--- src/rtl/addsub_pkg.sv ---
// Shared constants and helpers for the pipelined significand adder-subtractor.
package addsub_pkg;

    localparam int ADDSUB_LAT = 3;

    localparam logic EOP_ADD = 1'b0;
    localparam logic EOP_SUB = 1'b1;

    function automatic int lzc_w(input int width);
        return $clog2(width + 1);
    endfunction

endpackage

--- src/rtl/addsub_lzc.sv ---
// Combinational leading-zero counter; returns WIDTH for an all-zero input.
module addsub_lzc
    import addsub_pkg::*;
#(
    parameter int WIDTH = 27
) (
    input  logic [WIDTH-1:0]        d,
    output logic [lzc_w(WIDTH)-1:0] cnt
);

    localparam int LW = lzc_w(WIDTH);

    // Scanning upward lets the highest set bit win the priority.
    always_comb begin
        cnt = LW'(WIDTH);
        for (int i = 0; i < WIDTH; i++) begin
            if (d[i]) begin
                cnt = LW'(WIDTH - 1 - i);
            end
        end
    end

endmodule

--- src/rtl/addsub_pipe.sv ---
// Three-stage valid/ready significand adder-subtractor with flush and sideband tag.
// Optional leading-zero count of the result is enabled by defining ADDSUB_PIPE_LZC_EN.
module addsub_pipe
    import addsub_pkg::*;
#(
    parameter int WIDTH = 27,
    parameter int TAG_W = 4
) (
    input  logic                    clk,
    input  logic                    rst,
    input  logic                    flush,
    input  logic                    in_valid,
    output logic                    in_ready,
    input  logic [WIDTH-1:0]        in1,
    input  logic [WIDTH-1:0]        in2,
    input  logic                    eop,
    input  logic [TAG_W-1:0]        in_tag,
    output logic                    out_valid,
    input  logic                    out_ready,
    output logic [WIDTH-1:0]        res,
    output logic                    carry,
    output logic                    sign_sub,
    output logic [TAG_W-1:0]        out_tag,
    output logic [lzc_w(WIDTH)-1:0] lzc
);

    logic             v1_reg, v2_reg, v3_reg;
    logic             ld1, ld2, ld3;

    logic [WIDTH-1:0] a1_reg, b1_reg;
    logic             sub1_reg, neg1_reg;
    logic [TAG_W-1:0] tag1_reg;

    logic [WIDTH:0]   sum2_reg;
    logic             sub2_reg, neg2_reg;
    logic [TAG_W-1:0] tag2_reg;

    logic [WIDTH-1:0] res_reg, res_next;
    logic             carry_reg, neg3_reg;
    logic [TAG_W-1:0] tag3_reg;

    // Load chain: a stage may take new data when empty or when its successor drains it.
    assign ld3      = !v3_reg || out_ready;
    assign ld2      = !v2_reg || ld3;
    assign ld1      = !v1_reg || ld2;
    assign in_ready = ld1;

    always_ff @(posedge clk or posedge rst) begin
        if (rst) begin
            v1_reg <= 1'b0;
            v2_reg <= 1'b0;
            v3_reg <= 1'b0;
        end else if (flush) begin
            v1_reg <= 1'b0;
            v2_reg <= 1'b0;
            v3_reg <= 1'b0;
        end else begin
            if (ld1) v1_reg <= in_valid;
            if (ld2) v2_reg <= v1_reg;
            if (ld3) v3_reg <= v2_reg;
        end
    end

    // Subtraction adds the two's complement of in2; its magnitude is fixed up in S3.
    assign res_next = (sub2_reg && neg2_reg) ? -sum2_reg[WIDTH-1:0] : sum2_reg[WIDTH-1:0];

    always_ff @(posedge clk or posedge rst) begin
        if (rst) begin
            a1_reg    <= '0;
            b1_reg    <= '0;
            sub1_reg  <= 1'b0;
            neg1_reg  <= 1'b0;
            tag1_reg  <= '0;
            sum2_reg  <= '0;
            sub2_reg  <= 1'b0;
            neg2_reg  <= 1'b0;
            tag2_reg  <= '0;
            res_reg   <= '0;
            carry_reg <= 1'b0;
            neg3_reg  <= 1'b0;
            tag3_reg  <= '0;
        end else begin
            if (ld1) begin
                a1_reg   <= in1;
                b1_reg   <= (eop == EOP_SUB) ? -in2 : in2;
                sub1_reg <= (eop == EOP_SUB);
                neg1_reg <= (in2 > in1);
                tag1_reg <= in_tag;
            end
            if (ld2) begin
                sum2_reg <= {1'b0, a1_reg} + {1'b0, b1_reg};
                sub2_reg <= sub1_reg;
                neg2_reg <= neg1_reg;
                tag2_reg <= tag1_reg;
            end
            if (ld3) begin
                res_reg   <= res_next;
                carry_reg <= sum2_reg[WIDTH];
                neg3_reg  <= neg2_reg;
                tag3_reg  <= tag2_reg;
            end
        end
    end

`ifdef ADDSUB_PIPE_LZC_EN
    localparam int LW = lzc_w(WIDTH);

    logic [LW-1:0] lzc_next, lzc_reg;

    addsub_lzc #(
        .WIDTH (WIDTH)
    ) u_lzc (
        .d   (res_next),
        .cnt (lzc_next)
    );

    always_ff @(posedge clk or posedge rst) begin
        if (rst) begin
            lzc_reg <= '0;
        end else if (ld3) begin
            lzc_reg <= lzc_next;
        end
    end

    assign lzc = lzc_reg;
`else
    assign lzc = '0;
`endif

    assign out_valid = v3_reg;
    assign res       = res_reg;
    assign carry     = carry_reg;
    assign sign_sub  = neg3_reg;
    assign out_tag   = tag3_reg;

endmodule

--- config.mk ---
export PLATFORM = sky130hd
export DESIGN_NAME = addsub_pipe
export DESIGN_NICKNAME = d
export VERILOG_FILES = /design/src/rtl/addsub_pkg.sv /design/src/rtl/addsub_lzc.sv /design/src/rtl/addsub_pipe.sv
export SDC_FILE = /design/constraint.sdc
export NUM_CORES = 1
export LEC_CHECK = 0
export CAP_MARGIN = 10
export CORE_UTILIZATION = 45
export DETAILED_ROUTE_END_ITERATION = 16
export PLACE_DENSITY = 0.67
export SYNTH_ARGS = -nofsm -noshare
export SYNTH_HDL_FRONTEND = slang
export SYNTH_SLANG_ARGS = --single-unit
--- constraint.sdc ---
create_clock -name clk -period 5.4 [get_ports clk]
set_clock_uncertainty 0.05 [all_clocks]
set_input_delay 1.35 -clock clk [delete_from_list [all_inputs] [get_ports clk]]
set_output_delay 1.35 -clock clk [all_outputs]
set_load 0.02 [all_outputs]
-- Word-level counts from Yosys, hierarchy flattened
Index checks and enable logic that the tools add are counted.
- add/subtract/negate cells: 3
- order comparisons: 1
- muxes and demuxes: 8
- reduce and logical (&&, ||, !) cells: 10
- operator list (kind ; count):
    $mux 27 ; 2
    $neg 27->27 ; 2
    $add 27x27->28 ; 1
    $gt 27x27->1 ; 1
    $mux 1 ; 6
    $reduce_bool 2->1 ; 3
    $logic_not 1->1 ; 3
    $logic_or 1x1->1 ; 3
    $logic_and 1x1->1 ; 1
- flip-flop bits (word level): 130
- output and inout port bits: 40

-- Longest topological paths before layout
- depth in word-level cells: 6
- depth in mapped cells: 9
- mapped depth without buffers: 9

-- Worst setup path before layout
No wires, ideal clock.
- path kind: input to output
- from: in out_ready
- to: out in_ready
- data arrival time: 2.305 ns
- data required time: 4.000 ns
- setup slack: 1.695 ns
- stages: 5
- cells stage by stage: nor2b_1 and3_1 clkbuf_1 inv_1 buf_1
- word-level cells in the longest chain between the ends: 3
- ends and longest elaborated chain (what ; RTL line ; RTL):
    from (decl) ; addsub_pipe.sv:19 ; input logic out_ready,
    $logic_or 1x1->1 ; addsub_pipe.sv:43 ; assign ld3 = !v3_reg || out_ready;
    $logic_or 1x1->1 ; addsub_pipe.sv:44 ; assign ld2 = !v2_reg || ld3;
    $logic_or 1x1->1 ; addsub_pipe.sv:45 ; assign ld1 = !v1_reg || ld2;
    to (decl) ; addsub_pipe.sv:13 ; output logic in_ready,
No other way between the ends.

-- Worst setup path in the final report
Ends and elaborated chain as after synthesis.

==> summary.txt <==
Placement
  • GP Congestion: 0.8450
  • Hpwl dp: 12,780 microns
  • IO Port Bufs: 98
  • Worst Setup Slack post-DPL: 1114 ps

Pwr
  • Comb pwr share: 26.5%
  • Pwr dens: 359.8 nW/um^2
  • VDD IR max: 0.0002449 V
  • Switch Pwr: 1.053 mW
  • LEAKAGE: 4.099 nW
  • Reg power frac: 38.6%
  • Clock power share: 34.8%
  • Cell Int Power: 2.370 mW
  • Switch share: 30.76%

STA
  • Slew Viols, Final: 0
  • Unrepaired setup endpoints after global routing: no
  • Max-slew headroom: 29.47%
  • Worst-Margin Slew: 1058 ps
  • Post-layout min period: 4287 ps
  • Max Fclk: 233.3 MHz
  • Setup TNS: 0 ps
  • Crit share post-route: 79.38%
  • Setup violators final: 0
  • Final hold vios: 0
  • Final worst setup slack: 1113 ps

Layout
  • Antenna cells: 0
  • Synthesis-to-finish area growth: 23.03%
  • Share of layout cells above drive strength 1: 4.675%
  • Largest register FFs: 28
  • Final net count: 1,094

Yosys
  • Async SR Flop Fraction: 100.0%
  • Compound-gate portion of the synthesized area: 18.56%
  • Average size of a mapped cell: 8.717 sq um
  • Number of flops mapped to enable cells by yosys: 0
  • Seq/Total Area, Yosys: 42.07%
  • Synthesized cell area: 7732 sq um
  • Simple-gate share of the synthesized area: 17.70%
  • Synthesized flop and latch total: 130
  • Largest family of logic cells by synthesized area: compound AO/OA/AOI/OAI gates
  • Ys flop type: dfrtp_1
  • Yosys warning total: 0
  • Synth cell types: 52
  • Post-synthesis xor/xnor area fraction: 8.042%
  • Synth Instances: 887
  • Post-synthesis adder-cell area fraction: 9.320%
  • Mux share of post-synthesis cell area: 0.1294%

Worst setup path
  • Reg2reg start: b1_reg[0]$_DFFE_PP0P_
  • Crit-path max cell delay: 610 ps
  • Start point of the critical path: out_ready
  • CP Cell Sequence: clkdlybuf4s50_1, nor2b_4, and3_2, inv_1, clkdlybuf4s50_1
  • Critical path depth: 5
  • CP bufs+invs: 3
  • CP startpoint kind: primary input
  • Slowest cell on the critical path: clkdlybuf4s50_1
  • CP required: 4000 ps
  • FF-to-FF setup slack: 2240 ps
  • CP endpoint kind: output pin
  • Crit path capture: in_ready
  • Top Family by Delay on Critical Path: buffers and inverters
  • Reg-to-Reg End: sum2_reg[20]$_DFFE_PP0P_
  • Worst Path Arrival: 2890 ps
  • Crit Path Max Fanout: 2
  • Cell mode on critical path: clkdlybuf4s50_1
  • Worst Setup Path Type: in2out
  • R2R depth: 10

Die
  • Die height: 133.1 microns
  • Die W: 133.1 microns
  • Starting Density: 46.30%
  • Core area: 16,700 sq um
  • Die Area: 17,710 sq um
  • Site Rows: 47
  • # IOs: 104

GRT
  • GRT Util Overall: 20.43%
  • Largest net degree at the start of global routing: 111
  • Total grt overflow: 0
  • Initial antenna violation count: 0
  • Vias in the first global route: 6,002
  • First-pass GRT wire length: 28,880 microns

Drt
  • DR vias/cell: 5.198
  • WL final: 17,130 microns
  • Drt wl/cell: 14.23 microns
  • DRT Pass-1 Iters: 4
  • # DRC: 0
  • Detail Route Antenna Nets: 0
  • Iteration-0 DRC Markers: 351
  • Via Count: 6,258

Clock tree
  • TritonCTS clock tree: yes
  • Hold-fix buffers, CTS: 0
  • Clock buffer depth: 2
  • Clock root buffer: clkbuf_16
  • H-tree levels: 4
  • Clock Pin Slew Worst Setup and Hold Paths: 50 ps
  • Sink Count: 130
  • Total CTS buffers: 17
  • Post_cts resized: 0
  • Insertion delay to the later sink of the worst-skew pair: 420 ps
  • Postcts setup bufs: 0

Run
  • Max cap viols: 0

Worst hold path
  • Worst Hold Depth: 2
  • Worst Hold Class: reg2reg

Run status
  • Run status: finished clean
[synth_stat cells (2+ instances only)]
cell,count,share of area (%)
a21oi_1,54,3.5
nand4_1,12,0.97
o21ai_0,105,6.8
o21a_1,5,0.49
a211oi_1,5,0.49
nand4b_1,2,0.23
o2111ai_1,2,0.23
and3_1,4,0.32
nor4_1,5,0.40
clkbuf_1,34,1.7
or3_1,7,0.57
or4_4,2,0.29
nand3_1,6,0.39
a311oi_1,2,0.23
buf_4,5,0.49
o21ai_1,2,0.13
o31ai_1,17,1.7
inv_1,39,1.9
nand2_1,177,8.6
o211ai_1,3,0.29
o41ai_1,8,0.91
nor2b_1,7,0.57
or4_1,9,0.87
xor2_1,44,5.0
a221oi_1,2,0.23
ha_1,56,9.1
nor2_1,55,2.7
nor3_1,8,0.52
and2_1,4,0.32
a21o_1,19,1.8
o21bai_1,4,0.39
dfrtp_1,130,42
a31oi_1,5,0.40
nand2b_1,3,0.24
buf_1,2,0.097
xnor2_1,27,3.1
[power groups by stage]
stage / Combinational (mW) / Sequential, mW / Clock, mW
global placement: 0.896 / 1.33 / 0
global route: 1.00 / 1.35 / 1.26
floorplan: 0.463 / 1.41 / 0
finish: 0.908 / 1.32 / 1.19
CTS: 0.915 / 1.32 / 1.21
detailed placement: 0.909 / 1.34 / 0
[worst min-delay path by stage]
| stage | startpoint | end | slack [ps] |
|---|---|---|---|
| 3_5_place_dp | sub1_reg$_DFFE_PP0P_ | sub1_reg$_DFFE_PP0P_ | 410 |
| 4_1_cts | sub1_reg$_DFFE_PP0P_ | sub1_reg$_DFFE_PP0P_ | 420 |
| 6_report | carry$_DFFE_PP0P_ | carry$_DFFE_PP0P_ | 410 |
| 5_1_grt | tag1_reg[1]$_DFFE_PP0P_ | tag1_reg[1]$_DFFE_PP0P_ | 450 |
| 2_1_floorplan | sub1_reg$_DFFE_PP0P_ | sub1_reg$_DFFE_PP0P_ | 390 |
| 3_3_place_gp | carry$_DFFE_PP0P_ | carry$_DFFE_PP0P_ | 400 |
[metrics by stage]
stage                     power, mW  instances  hold WS (ps)  instance area [sq um]  util [%]
after floorplan               1.871        891         388.6                   7747         -
after global placement        2.228       1174         401.8                   8900     53.29
after detailed placement      2.248       1174         406.1                   8900     53.29
after CTS                     3.450       1204         420.1                   9513     56.96
after global routing          3.611       1204         449.4                   9513     56.96
final                         3.422       1204         414.2                   9513     56.96
[kinds of logic after synthesis]
kind of cell / Yosys count
compound gates: 240
xor+xnor: 71
fa+ha+maj: 57
buf+inv: 80
flops: 130
mux: 1
other cells: 1
simple gates: 307
[metal layers]
| layer | part of all wire [%] | GRT usage (%) | vias up | wire length [microns] |
|---|---|---|---|---|
| met5 | 0 | 0 | - | 0 |
| met2 | 41 | 29.58 | 142 | 7054 |
| met4 | 2.4 | 8.557 | 0 | 409 |
| met3 | 3.7 | 3.563 | 28 | 631 |
| met1 | 53 | 29.95 | 2840 | 9034 |
| li1 | - | - | 3248 | - |
[worst register-to-register path, delay by kind of cell, from the launching register on]
family	cells	cell delay, ps
xor+xnor	1	200
flops	1	400
fa+ha+maj	2	630
compound gates	6	1540
buf+inv	1	180
[layout make-up]
class	count	area (sq um)
Fill cell	1582	7188
Multi-Input combinational cell	681	4184
Sequential cell	130	3253
Timing Repair Buffer	104	1039
Clock buffer	18	429.2
Tap cell	220	275.3
Clock inverter	12	183.9
Inverter	39	148.9
[layout by cell type, fill, tap and decap left out, types with 5 or more instances in the layout]
cell type	synthesis	routed
nand2_1	177	177
dfrtp_1	130	130
o21ai_0	105	105
clkdlybuf4s50_1	0	98
ha_1	56	56
nor2_1	55	55
a21oi_1	54	54
xor2_1	44	44
inv_1	39	38
xnor2_1	27	27
a21o_1	19	19
o31ai_1	17	17
clkbuf_16	0	17
nand4_1	12	12
or4_1	9	9
nor3_1	8	8
o41ai_1	8	8
or3_1	7	7
nand3_1	6	6
nor2b_1	7	6
a31oi_1	5	5
nor4_1	5	5
a211oi_1	5	5
o21a_1	5	5
conb_1	1	5
buf_4	5	5
Power figures use the tool's default switching activity.
